==> config.mk <==
export PLATFORM = sky130hd
export DESIGN_NAME = alu_rs
export DESIGN_NICKNAME = d
export VERILOG_FILES = /design/src/rtl/alu_rs.sv
export SDC_FILE = /design/constraint.sdc
export NUM_CORES = 2
export LEC_CHECK = 0
export BUFFER_PORTS_ARGS = -buffer_cell sky130_fd_sc_hd__buf_2
export CAP_MARGIN = 20
export CORE_MARGIN = 10
export CORE_UTILIZATION = 30
export DETAILED_ROUTE_END_ITERATION = 12
export PLACE_DENSITY = 0.47
export SLEW_MARGIN = 20
export SYNTH_ARGS = -nofsm -noshare
export SYNTH_HDL_FRONTEND = slang
export SYNTH_SLANG_ARGS = --single-unit
==> constraint.sdc <==
create_clock -name clk -period 87 [get_ports clk]
set_clock_uncertainty 0.15 [all_clocks]
set_input_delay 8.7 -clock clk [delete_from_list [all_inputs] [get_ports clk]]
set_output_delay 8.7 -clock clk [all_outputs]
set_load 0.005 [all_outputs]
==> src/rtl/alu_rs.sv <==
`default_nettype none
// ============================================================================
// Module      : alu_rs
// Description : ALU reservation station. Holds up to DEPTH dispatched ALU
//               operations, snoops the ALU and load/store result buses to
//               capture pending source operands, and issues the lowest-index
//               entry whose two sources are ready (one issue per cycle).
// Ports       : clk, rst            - clock / asynchronous active-high reset
//               ALUen, ALU*         - dispatch request and instruction fields
//               cdbAlu*, cdbLs*     - result broadcast buses (wakeup sources)
//               rsFull              - all entries busy, dispatcher must stall
//               exEn, ex*           - issue strobe and operation to the ALU
// Revision    : 1.0 - initial release
// ============================================================================
module alu_rs #(
   parameter int                DATA_W   = 32,
   parameter int                TAG_W    = 4,
   parameter int                NAME_W   = 5,
   parameter int                OP_W     = 6,
   parameter int                DEPTH    = 8,
   parameter logic [TAG_W-1:0]  TAG_FREE = '0
) (
   input  logic                 clk,
   input  logic                 rst,
   // dispatch
   input  logic                 ALUen,
   input  logic [DATA_W-1:0]    ALUoperandO,
   input  logic [DATA_W-1:0]    ALUoperandT,
   input  logic [TAG_W-1:0]     ALUtagO,
   input  logic [TAG_W-1:0]     ALUtagT,
   input  logic [TAG_W-1:0]     ALUtagW,
   input  logic [NAME_W-1:0]    ALUnameW,
   input  logic [OP_W-1:0]      ALUop,
   input  logic [31:0]          ALUaddr,
   // result broadcast buses
   input  logic                 cdbAluEn,
   input  logic [TAG_W-1:0]     cdbAluTag,
   input  logic [DATA_W-1:0]    cdbAluData,
   input  logic                 cdbLsEn,
   input  logic [TAG_W-1:0]     cdbLsTag,
   input  logic [DATA_W-1:0]    cdbLsData,
   // status / issue
   output logic                 rsFull,
   output logic                 exEn,
   output logic [DATA_W-1:0]    exOperandO,
   output logic [DATA_W-1:0]    exOperandT,
   output logic [TAG_W-1:0]     exTagW,
   output logic [NAME_W-1:0]    exNameW,
   output logic [OP_W-1:0]      exOp,
   output logic [31:0]          exAddr
);

   localparam int c_IDX_W = (DEPTH > 1) ? $clog2(DEPTH) : 1;

   // ---------------------------------------------------------------------
   // Entry storage
   // ---------------------------------------------------------------------
   logic [DEPTH-1:0]  r_busy;
   logic [OP_W-1:0]   r_op    [DEPTH];
   logic [31:0]       r_addr  [DEPTH];
   logic [TAG_W-1:0]  r_tagW  [DEPTH];
   logic [NAME_W-1:0] r_nameW [DEPTH];
   logic [TAG_W-1:0]  r_tagO  [DEPTH];
   logic [DATA_W-1:0] r_dataO [DEPTH];
   logic [TAG_W-1:0]  r_tagT  [DEPTH];
   logic [DATA_W-1:0] r_dataT [DEPTH];

   // ---------------------------------------------------------------------
   // Combinational control
   // ---------------------------------------------------------------------
   logic               w_alloc_hit;
   logic [c_IDX_W-1:0] w_alloc_idx;
   logic               w_alloc_en;
   logic               w_iss_hit;
   logic [c_IDX_W-1:0] w_iss_idx;
   logic [TAG_W-1:0]   w_in_tagO;
   logic [DATA_W-1:0]  w_in_dataO;
   logic [TAG_W-1:0]   w_in_tagT;
   logic [DATA_W-1:0]  w_in_dataT;
   logic [TAG_W-1:0]   w_wk_tagO  [DEPTH];
   logic [DATA_W-1:0]  w_wk_dataO [DEPTH];
   logic [TAG_W-1:0]   w_wk_tagT  [DEPTH];
   logic [DATA_W-1:0]  w_wk_dataT [DEPTH];

   // Snoop both result buses for one source. A bus carrying TAG_FREE is
   // ignored; the ALU bus takes priority when both carry the same tag.
   function automatic logic [TAG_W+DATA_W-1:0] f_snoop(
      input logic [TAG_W-1:0]  tag,
      input logic [DATA_W-1:0] data
   );
      if (cdbAluEn && (cdbAluTag != TAG_FREE) && (cdbAluTag == tag))
         f_snoop = {TAG_FREE, cdbAluData};
      else if (cdbLsEn && (cdbLsTag != TAG_FREE) && (cdbLsTag == tag))
         f_snoop = {TAG_FREE, cdbLsData};
      else
         f_snoop = {tag, data};
   endfunction

   assign rsFull     = &r_busy;
   assign w_alloc_en = ALUen && !rsFull && w_alloc_hit;

   // Lowest-index free slot, from registered state only: a slot freed by
   // this cycle's issue is not visible until the following cycle.
   always_comb begin
      w_alloc_hit = 1'b0;
      w_alloc_idx = '0;
      for (int i = DEPTH - 1; i >= 0; i--) begin
         if (!r_busy[i]) begin
            w_alloc_hit = 1'b1;
            w_alloc_idx = c_IDX_W'(i);
         end
      end
   end

   // Lowest-index busy entry with both sources ready.
   always_comb begin
      w_iss_hit = 1'b0;
      w_iss_idx = '0;
      for (int i = DEPTH - 1; i >= 0; i--) begin
         if (r_busy[i] && (r_tagO[i] == TAG_FREE) && (r_tagT[i] == TAG_FREE)) begin
            w_iss_hit = 1'b1;
            w_iss_idx = c_IDX_W'(i);
         end
      end
   end

   // Bypass for the incoming dispatch and wakeup for stored entries.
   always_comb begin
      {w_in_tagO, w_in_dataO} = f_snoop(ALUtagO, ALUoperandO);
      {w_in_tagT, w_in_dataT} = f_snoop(ALUtagT, ALUoperandT);
      for (int i = 0; i < DEPTH; i++) begin
         {w_wk_tagO[i], w_wk_dataO[i]} = f_snoop(r_tagO[i], r_dataO[i]);
         {w_wk_tagT[i], w_wk_dataT[i]} = f_snoop(r_tagT[i], r_dataT[i]);
      end
   end

   // ---------------------------------------------------------------------
   // Entry update. Issue and allocation never target the same slot since
   // issue needs a busy entry and allocation a free one.
   // ---------------------------------------------------------------------
   always_ff @(posedge clk or posedge rst) begin
      if (rst) begin
         r_busy <= '0;
         for (int i = 0; i < DEPTH; i++) begin
            r_op[i]    <= '0;
            r_addr[i]  <= '0;
            r_tagW[i]  <= TAG_FREE;
            r_nameW[i] <= '0;
            r_tagO[i]  <= TAG_FREE;
            r_dataO[i] <= '0;
            r_tagT[i]  <= TAG_FREE;
            r_dataT[i] <= '0;
         end
      end else begin
         for (int i = 0; i < DEPTH; i++) begin
            if (w_iss_hit && (w_iss_idx == c_IDX_W'(i))) begin
               r_busy[i] <= 1'b0;
            end else if (w_alloc_en && (w_alloc_idx == c_IDX_W'(i))) begin
               r_busy[i]  <= 1'b1;
               r_op[i]    <= ALUop;
               r_addr[i]  <= ALUaddr;
               r_tagW[i]  <= ALUtagW;
               r_nameW[i] <= ALUnameW;
               r_tagO[i]  <= w_in_tagO;
               r_dataO[i] <= w_in_dataO;
               r_tagT[i]  <= w_in_tagT;
               r_dataT[i] <= w_in_dataT;
            end else if (r_busy[i]) begin
               r_tagO[i]  <= w_wk_tagO[i];
               r_dataO[i] <= w_wk_dataO[i];
               r_tagT[i]  <= w_wk_tagT[i];
               r_dataT[i] <= w_wk_dataT[i];
            end
         end
      end
   end

   // ---------------------------------------------------------------------
   // Issue outputs, forced to zero / TAG_FREE when nothing issues.
   // ---------------------------------------------------------------------
   always_comb begin
      exEn       = w_iss_hit;
      exOperandO = '0;
      exOperandT = '0;
      exTagW     = TAG_FREE;
      exNameW    = '0;
      exOp       = '0;
      exAddr     = '0;
      if (w_iss_hit) begin
         exOperandO = r_dataO[w_iss_idx];
         exOperandT = r_dataT[w_iss_idx];
         exTagW     = r_tagW[w_iss_idx];
         exNameW    = r_nameW[w_iss_idx];
         exOp       = r_op[w_iss_idx];
         exAddr     = r_addr[w_iss_idx];
      end
   end

endmodule
`default_nettype wire

==> results.cfg <==
[critical_path]
crit_arrival_ns = 6.09
cp_cell_sequence = nor2b_1 > nand4_1 > buf_12 > nand4_4 > nor2_4 > buf_12 > o221ai_1 > o22ai_1 > buf_2
path_depth = 9
r2r_setup_slack_ns = 82.08
crit_path_start_kind = flop
required_ns = 78.15
slowest_delay_ns = 1.13
critPathBufInv = 3
crit_family = simple AND/OR/NAND/NOR gates
path_max_fanout = 95
reg2reg_from = r_busy[0]
cp_common_cell = buf_12
regToRegEndpoint = r_busy[5]
slowest_stage = nor2_4
end_kind = output port
path_class = reg -> out
worst-r2r-cell-count = 7

[sta]
final-hold-violation-count = 0
setup_viol = 0
fin_setup_tns_ns = 0
finalMaxSlewViolations = 0
rsz0062_at_grt = false
period_share_pct = 17.18
timing.fmax_mhz = 66.91
tightest_slew_ns = 1.195
layout_min_cycle_time_ns = 14.94
slew_headroom_pct = 20.13

[global_route]
grt_pass1_vias = 50364
grt_pass1_wl_um = 369400
grt.overflow.total = 0
antenna_found_initial = 38
grt_max_degree = 164
globalRouteTotalUtil_pct = 23.96

[cells_and_area]
multi_input_area_mm2 = 0.02922
final_util_pct = 33.94
area_growth_pct = 12.19
seqCellArea_mm2 = 0.02403
layout.nets = 6453
final_area_mm2 = 0.06308
drive_gt1_share_pct = 15.26
n_fill_cell = 19080

[hold_path]
hp-class = reg -> reg
hp-start = r_tagW[25]
worstHoldEndpoint = r_tagW[25]
hold_path_depth = 2

[cts]
root_buffer = clkbuf_16
clock_path_buffers = 3
cts_hold_buf = 0
insertion_delay_ns = 0.76
clkTransAtPathRegs_ns = 0.06
cts_tree = done
cts_buffers = 116
h-tree-depth = 3
cts_num_sinks = 960
cts_setup_buffers = 0
ctsResizeCount = 0

[drt]
drt-initial-drc-count = 5380
avgViaCountPerCell = 5.787
wl_per_cell_um = 28.91
drtPass1Iterations = 8
ant_nets = 0
via_count = 51145
wirelength_um = 255500
drc = 0

[synth]
syn_inst = 6470
syn_area_per_cell_um2 = 8.690
synth_edf_count = 0
synth-seq-cells = 960
async_reset_ff_share_pct = 100.0
yosysSeqAreaShare_pct = 42.73
ys.flop_type = dfrtp_1
syn-num-nets = 6666
yosysUniqueCellTypes = 65
yosysWarnings = 0
synth_area_mm2 = 0.05622

[power]
vdd_drop_max_mv = 0.06403
p_leak_nw = 27.01
power_density_mw_per_mm2 = 47.40

[job]
drv_cap = 0

[placement]
gp_congestion = 0.8131
hpwlAfterDp_um = 139300
io_buffer_count = 308
postPlaceCellArea_mm2 = 0.05909

[floorplan]
pin_count = 309
fp-row-count = 158
initial_core_util_pct = 30.25
fp.coreArea_mm2 = 0.1858
dieArea_mm2 = 0.2051
die_h_um = 452.9
fp.dieW_um = 452.9

[status]
status = finished, final reports clean
==> synthesized netlist by cell type (all sizes together), types with 24 or more instances <==
cell	number	area, µm²
nand2	1403	5271
dfrtp	960	24020
o21ai	588	2947
nor2	475	1785
clkbuf	456	1712
mux2i	384	3844
a21oi	299	1504
buf	289	1423
mux2	225	2534
a22o	149	1305
xnor2	120	1051
o221ai	116	1141
nand3	115	575.6
o22a	82	718.2
nor3	80	400.4
inv	78	292.8
a31oi	66	757.0
o211a	65	650.6
a222oi	64	640.6
a22oi	64	480.5
o32ai	64	560.5
a221oi	63	551.8
o22ai	60	375.4
nand4	38	244.0
a21o	32	240.2
xor2	24	210.2
==> cell usage in the layout, fill, tap and decap left out, types with 96 or more instances in the layout <==
cell type / synthesis / routed
mux2_2: 224 / 224
mux2i_1: 384 / 384
xnor2_1: 120 / 120
nand2_1: 1401 / 1395
nand3_1: 115 / 114
dfrtp_1: 960 / 958
o221ai_1: 96 / 96
o21ai_0: 522 / 522
a21oi_1: 297 / 290
buf_2: 180 / 308
a22o_1: 149 / 149
clkbuf_16: 0 / 118
nor2_1: 474 / 452
==> state kept, by name (all words and copies together), names as in the netlist <==
signal / cells
r_addr: 256
r_busy: 8
r_dataO: 256
r_dataT: 256
r_nameW: 40
r_op: 48
r_tagO: 32
r_tagT: 32
r_tagW: 32
==> stage by stage <==
stage                     hold WS [ns]  total power (W)  worst slack (ns)  cells
after floorplan                 0.2907         0.001767             51.15   6470
after global placement          0.3064         0.002456             72.96   8617
after detailed placement        0.3112         0.002469             72.94   8617
after CTS                       0.3261         0.002987             72.11   8826
after global routing            0.3387         0.003151             71.92   8836
final                           0.3235         0.002990             72.06   8838
==> final cells by class <==
type                       count  share of cell area, %
tap                         2480                  4.919
clock buffer                 176                  5.503
multi-input combinational   4687                  46.33
sequential                   960                  38.10
inverter                      78                 0.4761
antenna                       10                0.03967
timing repair buffer         414                  3.947
clock inverter                33                 0.6883
==> worst max path at each step <==
stage                    from              to  slack (ns)
finish              r_busy[0]  exOperandT[18]       72.06
global route        r_busy[0]      exNameW[2]       71.92
CTS                 r_busy[0]  exOperandO[29]       72.11
detailed placement  r_busy[0]  exOperandT[18]       72.94
global placement    r_busy[0]  exOperandT[18]       72.96
floorplan                 rst       r_addr[0]       51.15
==> kinds of logic after synthesis <==
family,after synthesis,share of synthesized area (%)
AO/OA/AOI/OAI,1792,22.46
XOR/XNOR,144,2.243
buffers and inverters,823,6.096
flip-flops,960,42.73
multiplexers,609,11.34
AND/OR/NAND/NOR,2142,15.13
==> report_power, final <==
part           switching, W  internal (W)
Clock              0.000211      0.000300
Sequential         0.000140      0.000662
Combinational       0.00113      0.000548
Total               0.00148       0.00151
==> metal layers <==
metal | up-vias | global-route usage, % | wire length (µm)
li1 | 22430 | - | -
met1 | 25932 | 32.30 | 110000
met2 | 2240 | 38.24 | 116900
met3 | 509 | 3.724 | 17730
met4 | 34 | 9.763 | 10640
met5 | - | 0 | 211
==> tightest hold or removal path, delay by kind of cell (launching register included) <==
| kind | cells | cell delay, ns |
|---|---|---|
| flip-flops | 1 | 0.34 |
| AND/OR/NAND/NOR | 2 | 0.10 |
Note: power is estimated with default switching activity, not from simulation.
